===== config.mk =====
export PLATFORM = sky130hd
export DESIGN_NAME = uart_csr_bridge
export DESIGN_NICKNAME = d
export VERILOG_FILES = /design/src/rtl/uart_csr_bridge_pkg.sv /design/src/rtl/uart_byte_io.sv /design/src/rtl/uart_csr_bridge.sv
export SDC_FILE = /design/constraint.sdc
export NUM_CORES = 1
export LEC_CHECK = 0
export BUFFER_PORTS_ARGS = -buffer_cell sky130_fd_sc_hd__buf_2
export CORE_AREA = 2 2 112 136
export DETAILED_ROUTE_END_ITERATION = 8
export DIE_AREA = 0 0 114 138
export PLACE_DENSITY = 0.72
export SLEW_MARGIN = 20
export SYNTH_ARGS = -nofsm -noshare
export SYNTH_HDL_FRONTEND = slang
export SYNTH_SLANG_ARGS = --single-unit

===== constraint.sdc =====
create_clock -name clk -period 3.87 [get_ports clk]
set_input_delay 0.5805 -clock clk [delete_from_list [all_inputs] [get_ports clk]]
set_output_delay 0.5805 -clock clk [all_outputs]
set_load 0.01 [all_outputs]

===== src/rtl/uart_csr_bridge_pkg.sv =====
// uart_csr_bridge shared constants and FSM state encoding.
// Frame command/response bytes used by the bridge and its bench.
package uart_csr_bridge_pkg;

  localparam logic [7:0] CMD_RD  = 8'h52;
  localparam logic [7:0] CMD_WR  = 8'h57;
  localparam logic [7:0] RSP_OK  = 8'h4B;
  localparam logic [7:0] RSP_ERR = 8'h45;

  typedef logic [2:0] state_t;

  localparam state_t ST_IDLE = 3'd0;
  localparam state_t ST_ADDR = 3'd1;
  localparam state_t ST_DATA = 3'd2;
  localparam state_t ST_REQ  = 3'd3;
  localparam state_t ST_WAIT = 3'd4;
  localparam state_t ST_TX   = 3'd5;

endpackage


===== src/rtl/uart_byte_io.sv =====
// uart_byte_io: 8N1 byte receiver (mid-bit sampler) and transmitter.
// tx_busy drops in the final stop cycle so bytes can go back-to-back.
module uart_byte_io #(
  parameter int CLKS_PER_BIT = 1085
) (
  input  logic       clk,
  input  logic       rst_n,
  input  logic       uart_rx,
  output logic       uart_tx,
  output logic [7:0] rx_byte,
  output logic       rx_valid,
  input  logic [7:0] tx_byte,
  input  logic       tx_start,
  output logic       tx_busy
);

  localparam int CW = $clog2(CLKS_PER_BIT);
  localparam logic [CW-1:0] FULL = CW'(CLKS_PER_BIT - 1);
  localparam logic [CW-1:0] HALF = CW'(CLKS_PER_BIT / 2 - 1);

  logic          rx_s1, rx_s2, rx_s3;
  logic          rx_on;
  logic [CW-1:0] rx_cnt;
  logic [3:0]    rx_bit;
  logic [7:0]    rx_sh;

  logic          tx_on;
  logic [CW-1:0] tx_cnt;
  logic [3:0]    tx_bit;
  logic [8:0]    tx_sh;
  logic          tx_last;

  // Two-flop synchronizer plus one delay tap for edge detect.
  always_ff @(posedge clk or negedge rst_n) begin
    if (!rst_n) begin
      rx_s1 <= 1'b1;
      rx_s2 <= 1'b1;
      rx_s3 <= 1'b1;
    end else begin
      rx_s1 <= uart_rx;
      rx_s2 <= rx_s1;
      rx_s3 <= rx_s2;
    end
  end

  // Hunt for a falling edge, then sample start, 8 data and stop bits.
  always_ff @(posedge clk or negedge rst_n) begin
    if (!rst_n) begin
      rx_on  <= 1'b0;
      rx_cnt <= '0;
      rx_bit <= '0;
      rx_sh  <= '0;
    end else if (!rx_on) begin
      if (rx_s3 && !rx_s2) begin
        rx_on  <= 1'b1;
        rx_cnt <= HALF;
        rx_bit <= '0;
      end
    end else if (rx_cnt != '0) begin
      rx_cnt <= rx_cnt - 1'b1;
    end else begin
      rx_cnt <= FULL;
      rx_bit <= rx_bit + 4'd1;
      if (rx_bit == 4'd0) begin
        if (rx_s2) rx_on <= 1'b0;
      end else if (rx_bit == 4'd9) begin
        rx_on <= 1'b0;
      end else begin
        rx_sh <= {rx_s2, rx_sh[7:1]};
      end
    end
  end

  assign rx_byte  = rx_sh;
  assign rx_valid = rx_on && (rx_cnt == '0) &&
                    (rx_bit == 4'd9) && rx_s2;

  assign tx_last = tx_on && (tx_cnt == '0) && (tx_bit == 4'd9);
  assign tx_busy = tx_on && !tx_last;

  // Shift out start, data LSB first, stop; reload on tx_start.
  always_ff @(posedge clk or negedge rst_n) begin
    if (!rst_n) begin
      uart_tx <= 1'b1;
      tx_on   <= 1'b0;
      tx_cnt  <= '0;
      tx_bit  <= '0;
      tx_sh   <= '1;
    end else if (tx_start && !tx_busy) begin
      uart_tx <= 1'b0;
      tx_sh   <= {1'b1, tx_byte};
      tx_on   <= 1'b1;
      tx_cnt  <= FULL;
      tx_bit  <= '0;
    end else if (tx_on) begin
      if (tx_cnt != '0) begin
        tx_cnt <= tx_cnt - 1'b1;
      end else if (tx_last) begin
        tx_on   <= 1'b0;
        uart_tx <= 1'b1;
      end else begin
        uart_tx <= tx_sh[0];
        tx_sh   <= {1'b1, tx_sh[8:1]};
        tx_cnt  <= FULL;
        tx_bit  <= tx_bit + 4'd1;
      end
    end
  end

endmodule


===== src/rtl/uart_csr_bridge.sv =====
// uart_csr_bridge: UART command frames to single CSR reads/writes.
// Optional inter-byte timeout: define UART_CSR_BRIDGE_TIMEOUT_EN.
module uart_csr_bridge
  import uart_csr_bridge_pkg::*;
#(
  parameter int CLKS_PER_BIT = 1085,
  parameter int ADDR_W       = 16,
  parameter int GAP_CYC      = 2_000_000
) (
  input  logic              clk,
  input  logic              rst_n,
  input  logic              uart_rx,
  output logic              uart_tx,
  output logic              s_cpuif_req,
  output logic              s_cpuif_req_is_wr,
  output logic [ADDR_W-1:0] s_cpuif_addr,
  output logic [31:0]       s_cpuif_wr_data,
  output logic [31:0]       s_cpuif_wr_biten,
  input  logic              s_cpuif_req_stall_wr,
  input  logic              s_cpuif_req_stall_rd,
  input  logic              s_cpuif_rd_ack,
  input  logic              s_cpuif_rd_err,
  input  logic [31:0]       s_cpuif_rd_data,
  input  logic              s_cpuif_wr_ack,
  input  logic              s_cpuif_wr_err
);

  state_t      state;
  logic [1:0]  cnt;
  logic [15:0] addr_q;
  logic [31:0] wdata_q;
  logic        is_wr_q;
  logic [31:0] rsp_q;
  logic [2:0]  rsp_left;

  logic [7:0]  rx_byte;
  logic        rx_valid;
  logic [7:0]  tx_byte;
  logic        tx_start;
  logic        tx_busy;

  logic        stall, ack, err;
  logic        accept, done, bad_cmd;
  logic        gap_hit;

  uart_byte_io #(
    .CLKS_PER_BIT(CLKS_PER_BIT)
  ) u_io (
    .clk     (clk),
    .rst_n   (rst_n),
    .uart_rx (uart_rx),
    .uart_tx (uart_tx),
    .rx_byte (rx_byte),
    .rx_valid(rx_valid),
    .tx_byte (tx_byte),
    .tx_start(tx_start),
    .tx_busy (tx_busy)
  );

  assign stall = is_wr_q ? s_cpuif_req_stall_wr
                         : s_cpuif_req_stall_rd;
  assign ack   = is_wr_q ? s_cpuif_wr_ack : s_cpuif_rd_ack;
  assign err   = is_wr_q ? s_cpuif_wr_err : s_cpuif_rd_err;

  assign accept  = (state == ST_REQ) && !stall;
  assign done    = (accept && ack) ||
                   ((state == ST_WAIT) && ack);
  assign bad_cmd = (state == ST_IDLE) && rx_valid &&
                   (rx_byte != CMD_RD) &&
                   (rx_byte != CMD_WR);

`ifdef UART_CSR_BRIDGE_TIMEOUT_EN
  logic [31:0] gap_cnt;

  // Gap counter reloads on every byte and runs only mid-frame.
  always_ff @(posedge clk or negedge rst_n) begin
    if (!rst_n) begin
      gap_cnt <= 32'(GAP_CYC);
    end else if (rx_valid ||
                 !(state == ST_ADDR || state == ST_DATA)) begin
      gap_cnt <= 32'(GAP_CYC);
    end else if (gap_cnt != '0) begin
      gap_cnt <= gap_cnt - 32'd1;
    end
  end

  assign gap_hit = (state == ST_ADDR || state == ST_DATA) &&
                   (gap_cnt == '0);
`else
  wire unused_gap = |GAP_CYC;

  assign gap_hit = 1'b0;
`endif

  // First response byte leaves on the ack; the rest when TX frees.
  always_comb begin
    tx_start = 1'b0;
    tx_byte  = RSP_ERR;
    if (bad_cmd) begin
      tx_start = 1'b1;
    end else if (done) begin
      tx_start = 1'b1;
      tx_byte  = err ? RSP_ERR : RSP_OK;
    end else if (state == ST_TX && rsp_left != 3'd0 &&
                 !tx_busy) begin
      tx_start = 1'b1;
      tx_byte  = rsp_q[31:24];
    end
  end

  // Frame parser and single-outstanding CSR transaction FSM.
  always_ff @(posedge clk or negedge rst_n) begin
    if (!rst_n) begin
      state    <= ST_IDLE;
      cnt      <= '0;
      addr_q   <= '0;
      wdata_q  <= '0;
      is_wr_q  <= 1'b0;
      rsp_q    <= '0;
      rsp_left <= '0;
    end else begin
      unique case (state)
        ST_IDLE: begin
          if (rx_valid) begin
            if (bad_cmd) begin
              state    <= ST_TX;
              rsp_left <= '0;
            end else begin
              state   <= ST_ADDR;
              is_wr_q <= (rx_byte == CMD_WR);
              cnt     <= '0;
            end
          end
        end
        ST_ADDR: begin
          if (gap_hit) begin
            state <= ST_IDLE;
          end else if (rx_valid) begin
            addr_q <= {addr_q[7:0], rx_byte};
            cnt    <= cnt + 2'd1;
            if (cnt == 2'd1) begin
              cnt   <= '0;
              state <= is_wr_q ? ST_DATA : ST_REQ;
            end
          end
        end
        ST_DATA: begin
          if (gap_hit) begin
            state <= ST_IDLE;
          end else if (rx_valid) begin
            wdata_q <= {wdata_q[23:0], rx_byte};
            cnt     <= cnt + 2'd1;
            if (cnt == 2'd3) state <= ST_REQ;
          end
        end
        ST_REQ, ST_WAIT: begin
          if (done) begin
            state    <= ST_TX;
            rsp_q    <= s_cpuif_rd_data;
            rsp_left <= (!is_wr_q && !err) ? 3'd4 : 3'd0;
          end else if (accept) begin
            state <= ST_WAIT;
          end
        end
        ST_TX: begin
          if (tx_start) begin
            rsp_q    <= {rsp_q[23:0], 8'h00};
            rsp_left <= rsp_left - 3'd1;
          end else if (!tx_busy) begin
            state <= ST_IDLE;
          end
        end
        default: state <= ST_IDLE;
      endcase
    end
  end

  assign s_cpuif_req       = (state == ST_REQ);
  assign s_cpuif_req_is_wr = is_wr_q;
  assign s_cpuif_addr      = ADDR_W'(addr_q);
  assign s_cpuif_wr_data   = wdata_q;
  assign s_cpuif_wr_biten  = {32{s_cpuif_req}};

endmodule


### Word level (Yosys, flattened, before mapping)

Index checks and enable logic that the tools add are counted.

* $add $sub $neg: 6
* equal/unequal tests: 28
* mux-type cells: 69
* bitwise gates (word level): 4
* reductions and logical operators: 49

Operators with widths (count)
* $mux 11: 7
* $mux 32: 2
* $pmux 32 s2: 1
* $mux 3: 15
* $mux 9: 4
* $mux 4: 8
* $mux 8: 3
* $ne 2x2->1 const B: 12
* $logic_not 11->1: 2
* $reduce_bool 11->1: 2
* $sub 11x1->11 const B: 2
* $mux 1: 21
* $logic_and 1x1->1: 17
* $ne 8x7->1 const B: 2
* $pmux 3 s5: 1
* $mux 2: 5
* $reduce_and 2->1: 5
* $reduce_and 5->1: 2
* $pmux 3 s3: 1
* $reduce_and 3->1: 3
* $reduce_bool 3->1: 3
* $add 4x1->4 const B: 2
* $eq 4x4->1 const B: 2
* $eq 8x7->1 const B: 1
* other kinds (19): 33

* flip-flop bits (word level): 142
* input port bits: 41
* logic and storage cells: 175

### Longest topological paths before layout

* depth after elaboration: 13
* mapped depth: 10
* gate-level depth less buffers: 8

### Modules after synthesis

Synthesis repeated with hierarchy kept, for this count alone.

* cells, all modules: 617
* area total of the unflattened synthesis: 6986.7 um^2

By module, submodules not included
* uart_csr_bridge: instances 1, cells each 356, area each 4271.6 um^2, sequential area each 2227.1 um^2
* uart_byte_io: instances 1, cells each 261, area each 2715.1 um^2, sequential area each 1316.3 um^2

### Worst setup path before layout

Ideal clock, no wire load.

* path kind: reg2reg
* from: register state[2]
* to: register rsp_q[17]
* library setup time: 0.128 ns
* arrival: 2.342 ns
* data required time: 3.742 ns
* setup slack: 1.401 ns
* stages on the path, launching flop included: 7
* cells stage by stage: dfrtp_1 > and3b_1 > a22o_1 > and2_1 > a21oi_1 > buf_2 > mux2_1

* longest elaborated chain between the ends: 8
* elaborated cells between the ends (all ways): 22

RTL lines
* start, declared: line uart_csr_bridge.sv:28 `state_t state;`
* start signal, assigned: line uart_csr_bridge.sv:143 `state <= is_wr_q ? ST_DATA : ST_REQ;`
* $eq 3x2->1 (*)
* named net s_cpuif_req: line uart_csr_bridge.sv:14 `output logic s_cpuif_req,`
* $logic_and 1x1->1: line uart_csr_bridge.sv:65 `assign accept = (state == ST_REQ) && !stall;`
* $logic_and 1x1->1: line uart_csr_bridge.sv:66 `assign done = (accept && ack) ||`
* $logic_or 1x1->1: line uart_csr_bridge.sv:66
* $mux 1: line uart_csr_bridge.sv:101 `end else if (done) begin`
* $mux 1: line uart_csr_bridge.sv:99 `if (bad_cmd) begin`
* $ne 2x1->1 (no source line)
* $reduce_and 3->1 (no source line)
* end signal, assigned: line uart_csr_bridge.sv:159 `rsp_q <= s_cpuif_rd_data;`
* end signal, assigned: line uart_csr_bridge.sv:167 `rsp_q <= {rsp_q[23:0], 8'h00};`
* end, declared: line uart_csr_bridge.sv:33 `logic [31:0] rsp_q;`

Mark *: on every way through the listed nets, which the timed path passes. The rest lies on a longest branch.
A chain may end at the register's enable or synchronous reset.

### Worst setup path in the final report

* from: register u_io.rx_cnt[0]
* to: register wdata_q[28] (netlist: s_cpuif_wr_data[28])

* longest elaborated chain between the ends: 5

RTL lines
* start, declared: line uart_byte_io.sv:23 `logic [CW-1:0] rx_cnt;`
* start signal, assigned: line uart_byte_io.sv:60 `rx_cnt <= rx_cnt - 1'b1;`
* $logic_not 11->1: line uart_byte_io.sv:75 `assign rx_valid = rx_on && (rx_cnt == '0) &&`
* $logic_and 1x1->1 (2 in a row): line uart_byte_io.sv:75
* $logic_and 1x1->1: line uart_byte_io.sv:76 `(rx_bit == 4'd9) && rx_s2;`
* $reduce_and 2->1 (no source line)
* end signal, assigned: line uart_csr_bridge.sv:151 `wdata_q <= {wdata_q[23:0], rx_byte};`
* end, declared: line uart_csr_bridge.sv:31 `logic [31:0] wdata_q;`

No other way between the ends.

==> results.json <==
{
  "reg2reg_depth": 6,
  "clock-sinks": 141,
  "worstHoldPathCells": 1,
  "synth_flop_cell": "dfrtp_1",
  "place.gp.congestion": 0.811,
  "p_seq_share_pct": 47.7,
  "syn_inst": 594,
  "hold_buffers": 0,
  "final.setup.tns_ns": 0,
  "wl_um": 14300,
  "boundaryPins": 124,
  "synthesis.nets": 649,
  "worstPathRequired_ns": 4.18,
  "synth_top_area_share_pct": 45.6,
  "period_share_pct": 77.5,
  "min_period_ns": 3.00,
  "share_comb_of_total_power_pct": 6.8,
  "post_cts_resized": 0,
  "drive_gt1_share_pct": 42.4,
  "relSlewSlack_pct": 25.7,
  "swShare_pct": 26.7,
  "post_drt_via_cell_ratio": 5.69,
  "peakVddDrop_uv": 220,
  "post-dp-hpwl_um": 9840,
  "synth_fa_ha_area_share_pct": 2.47,
  "hold_viol": 0,
  "drc": 0,
  "yosys.area.top_type": "dfrtp_1",
  "yosys_register_bits": 141,
  "die_area_sq_um": 15700,
  "rows": 49,
  "slew_violations": 0,
  "synth_top_family_by_area": "multiplexers",
  "numCtsBuffers": 17,
  "end_kind": "flop",
  "ff2ff_setup_slack_ns": 0.87,
  "critical_path_class": "flop to flop",
  "synthXorXnorAreaFrac_pct": 0.618,
  "root_buffer": "clkbuf_16",
  "outcome": "completed",
  "grt_max_degree": 98,
  "critPathMaxFanout": 33,
  "synth_edf_count": 0,
  "antenna_found_initial": 0,
  "finClkSkew_ns": 0.00679,
  "crit_path_cell_trace": "inv_1 > ha_1 > nor4b_2 > nand4_2 > or4_2 > mux2_4",
  "gr-total-overflow": 0,
  "path_clk_slew_ns": 0.07,
  "hp-class": "input pin to flop",
  "clock_power_share_pct": 45.4,
  "firstDrtPassIters": 4,
  "netlist_area_sq_um": 7080,
  "port_buffers": 123,
  "total_power_mw": 3.36,
  "cts.path.max_buffers": 2,
  "power_leakage_nw": 4.22,
  "drt_iter0_markers": 250,
  "synth_warnings": 0,
  "die_x_um": 114,
  "num_vias": 5011,
  "synth_top_cells_by_count": "129 x dfrtp_1, 72 x mux2_2, 34 x nand2_1, 33 x buf_4, 30 x o21ai_0",
  "synth.area.mux_share_pct": 18.9,
  "p_per_area_nw_per_um2": 410,
  "final_nets": 745,
  "start_util_pct": 48.6,
  "avgSynthCellArea_sq_um": 11.9,
  "core_area_sq_um": 14600,
  "grt_usage_pct": 19.1,
  "synth-simple-area-share_pct": 10.7,
  "antenna_cells": 0,
  "detail-route-antenna-nets": 0,
  "routedWlPerCell_um": 16.3,
  "cts_max_level": 4,
  "synth_compound_area_share_pct": 11.1,
  "fmax_mhz": 333,
  "ys_seq_area_share_pct": 50.0,
  "worst_pin_slew_ns": 1.11,
  "cp_slowest_stage_delay_ns": 1.19,
  "p_int_mw": 2.46,
  "grt_pass1_wl_um": 24400,
  "areaGrowthSynthToFinish_pct": 15.5,
  "synth.most_common_cell": "dfrtp_1",
  "grt_pass1_vias": 5111,
  "cts_tree": "built",
  "fillCellCount": 1254,
  "start_kind": "flop",
  "rsz0062_at_grt": "no",
  "max-cap-violations": 0,
  "ys_types": 70,
  "cp.arrival_ns": 3.31,
  "insertion_delay_ns": 0.42,
  "crit_slowest_cell": "or4_2",
  "async_flop_share_pct": 100,
  "synth_area_leaders": "dfrtp_1 46%, mux2_2 11%, mux2_4 5.9%, dfstp_2 4.5%, buf_4 3.5%",
  "post_cts_buffers": 0,
  "switchingPower_mw": 0.897,
  "die_y_um": 138,
  "setup_viol": 0
}
==> metal layers <==
metal	track usage [%]	up-vias	share of wire [%]
met2	31.9	154	50
met4	6.23	0	1.2
met3	5.35	14	5.2
li1	-	2321	-
met5	0	-	0
met1	23.8	2522	43
==> logic make-up (layout without fill, tap and decap cells) <==
family                   Yosys count  in the layout
flip-flops                       141            141
AND/OR/NAND/NOR                  138            138
AO/OA/AOI/OAI                    112            112
multiplexers                     110            110
buffers and inverters             74            183
adder cells (fa/ha/maj)           14             14
XOR/XNOR                           5              5
==> power by group through the flow <==
stage	Sequential [mW]	Clock, mW	Combinational (mW)
5_1_grt	1.61	1.63	0.266
6_report	1.60	1.53	0.230
2_1_floorplan	1.61	0	0.143
3_5_place_dp	1.63	0	0.230
3_3_place_gp	1.62	0	0.221
4_1_cts	1.60	1.56	0.232
==> final timing paths <==
| check | start | to |
|---|---|---|
| worst max-delay path | u_io.rx_cnt[0] | s_cpuif_wr_data[28] |
| worst min-delay path | uart_rx | u_io.rx_s1 |
| worst max register to register | u_io.rx_cnt[0] | s_cpuif_wr_data[28] |
| worst min register to register | u_io.rx_s1 | u_io.rx_s2 |
| max in group asynchronous | rst_n | s_cpuif_addr[15] |
| min in group asynchronous | rst_n | u_io.rx_on |
==> cell usage in the layout, fill, tap and decap left out, types with 4 or more instances in the layout <==
master	netlist	final
dfrtp_1	129	129
dfstp_2	12	12
a22o_1	11	11
o21ai_0	30	30
nor3_1	14	14
ha_1	14	14
o22ai_1	6	6
inv_6	0	4
o31ai_1	4	4
nand2b_1	5	5
clkbuf_16	0	17
nor2b_1	4	4
buf_4	33	7
nand2_1	34	34
mux2i_1	5	5
a21oi_1	18	17
clkinv_4	0	4
mux2_4	28	28
or3_1	4	4
and2_1	4	4
mux2_2	72	72
mux2_1	5	5
nor2_1	25	25
nand3_1	11	11
a31oi_1	12	12
buf_2	6	122
inv_1	20	20
==> metrics by stage <==
| stage | worst slack [ns] | hold slack, ns | util (%) | cells | cell area [sq um] |
|---|---|---|---|---|---|
| after CTS | 0.869 | 0.241 | 56.1 | 881 | 8180 |
| after floorplan | 1.40 | 0.285 | - | 594 | 7080 |
| after global placement | 0.983 | 0.350 | 52.3 | 849 | 7630 |
| after detailed placement | 0.876 | 0.348 | 52.3 | 849 | 7630 |
| after global routing | 0.723 | 0.236 | 56.1 | 881 | 8180 |
| final | 0.870 | 0.254 | 56.1 | 881 | 8180 |
==> flip-flops by register name (all words and copies together) (netlist names) <==
| register | flops |
|---|---|
| rsp_left | 3 |
| u_io.rx_s1 | 1 |
| u_io.rx_s3 | 1 |
| state | 3 |
| u_io.rx_bit | 4 |
| u_io.rx_s2 | 1 |
| u_io.rx_on | 1 |
| cnt | 2 |
| u_io.rx_byte | 8 |
| u_io.tx_cnt | 11 |
| u_io.tx_on | 1 |
| s_cpuif_wr_data | 32 |
| s_cpuif_addr | 16 |
| u_io.rx_cnt | 11 |
| s_cpuif_req_is_wr | 1 |
| u_io.tx_sh | 8 |
| u_io.uart_tx | 1 |
| u_io.tx_bit | 4 |
| rsp_q | 32 |
==> critical path: cells and delay by family (launching register included) <==
family / cells / cell delay (ns)
simple gates: 3 / 1.74
mux: 1 / 0.46
flops: 1 / 0.41
fa+ha+maj: 1 / 0.16
buf+inv: 1 / 0.10
==> cell type report <==
cell class | count | area (sq um) | area share, %
Clock buffer | 17 | 425 | 5.20
Clock inverter | 15 | 131 | 1.61
Tap cell | 178 | 223 | 2.72
Sequential cell | 141 | 3540 | 43.3
Multi-Input combinational cell | 379 | 3110 | 38.0
Inverter | 21 | 78.8 | 0.963
Timing Repair Buffer | 130 | 674 | 8.24
Note: power is estimated with default switching activity, not from simulation.
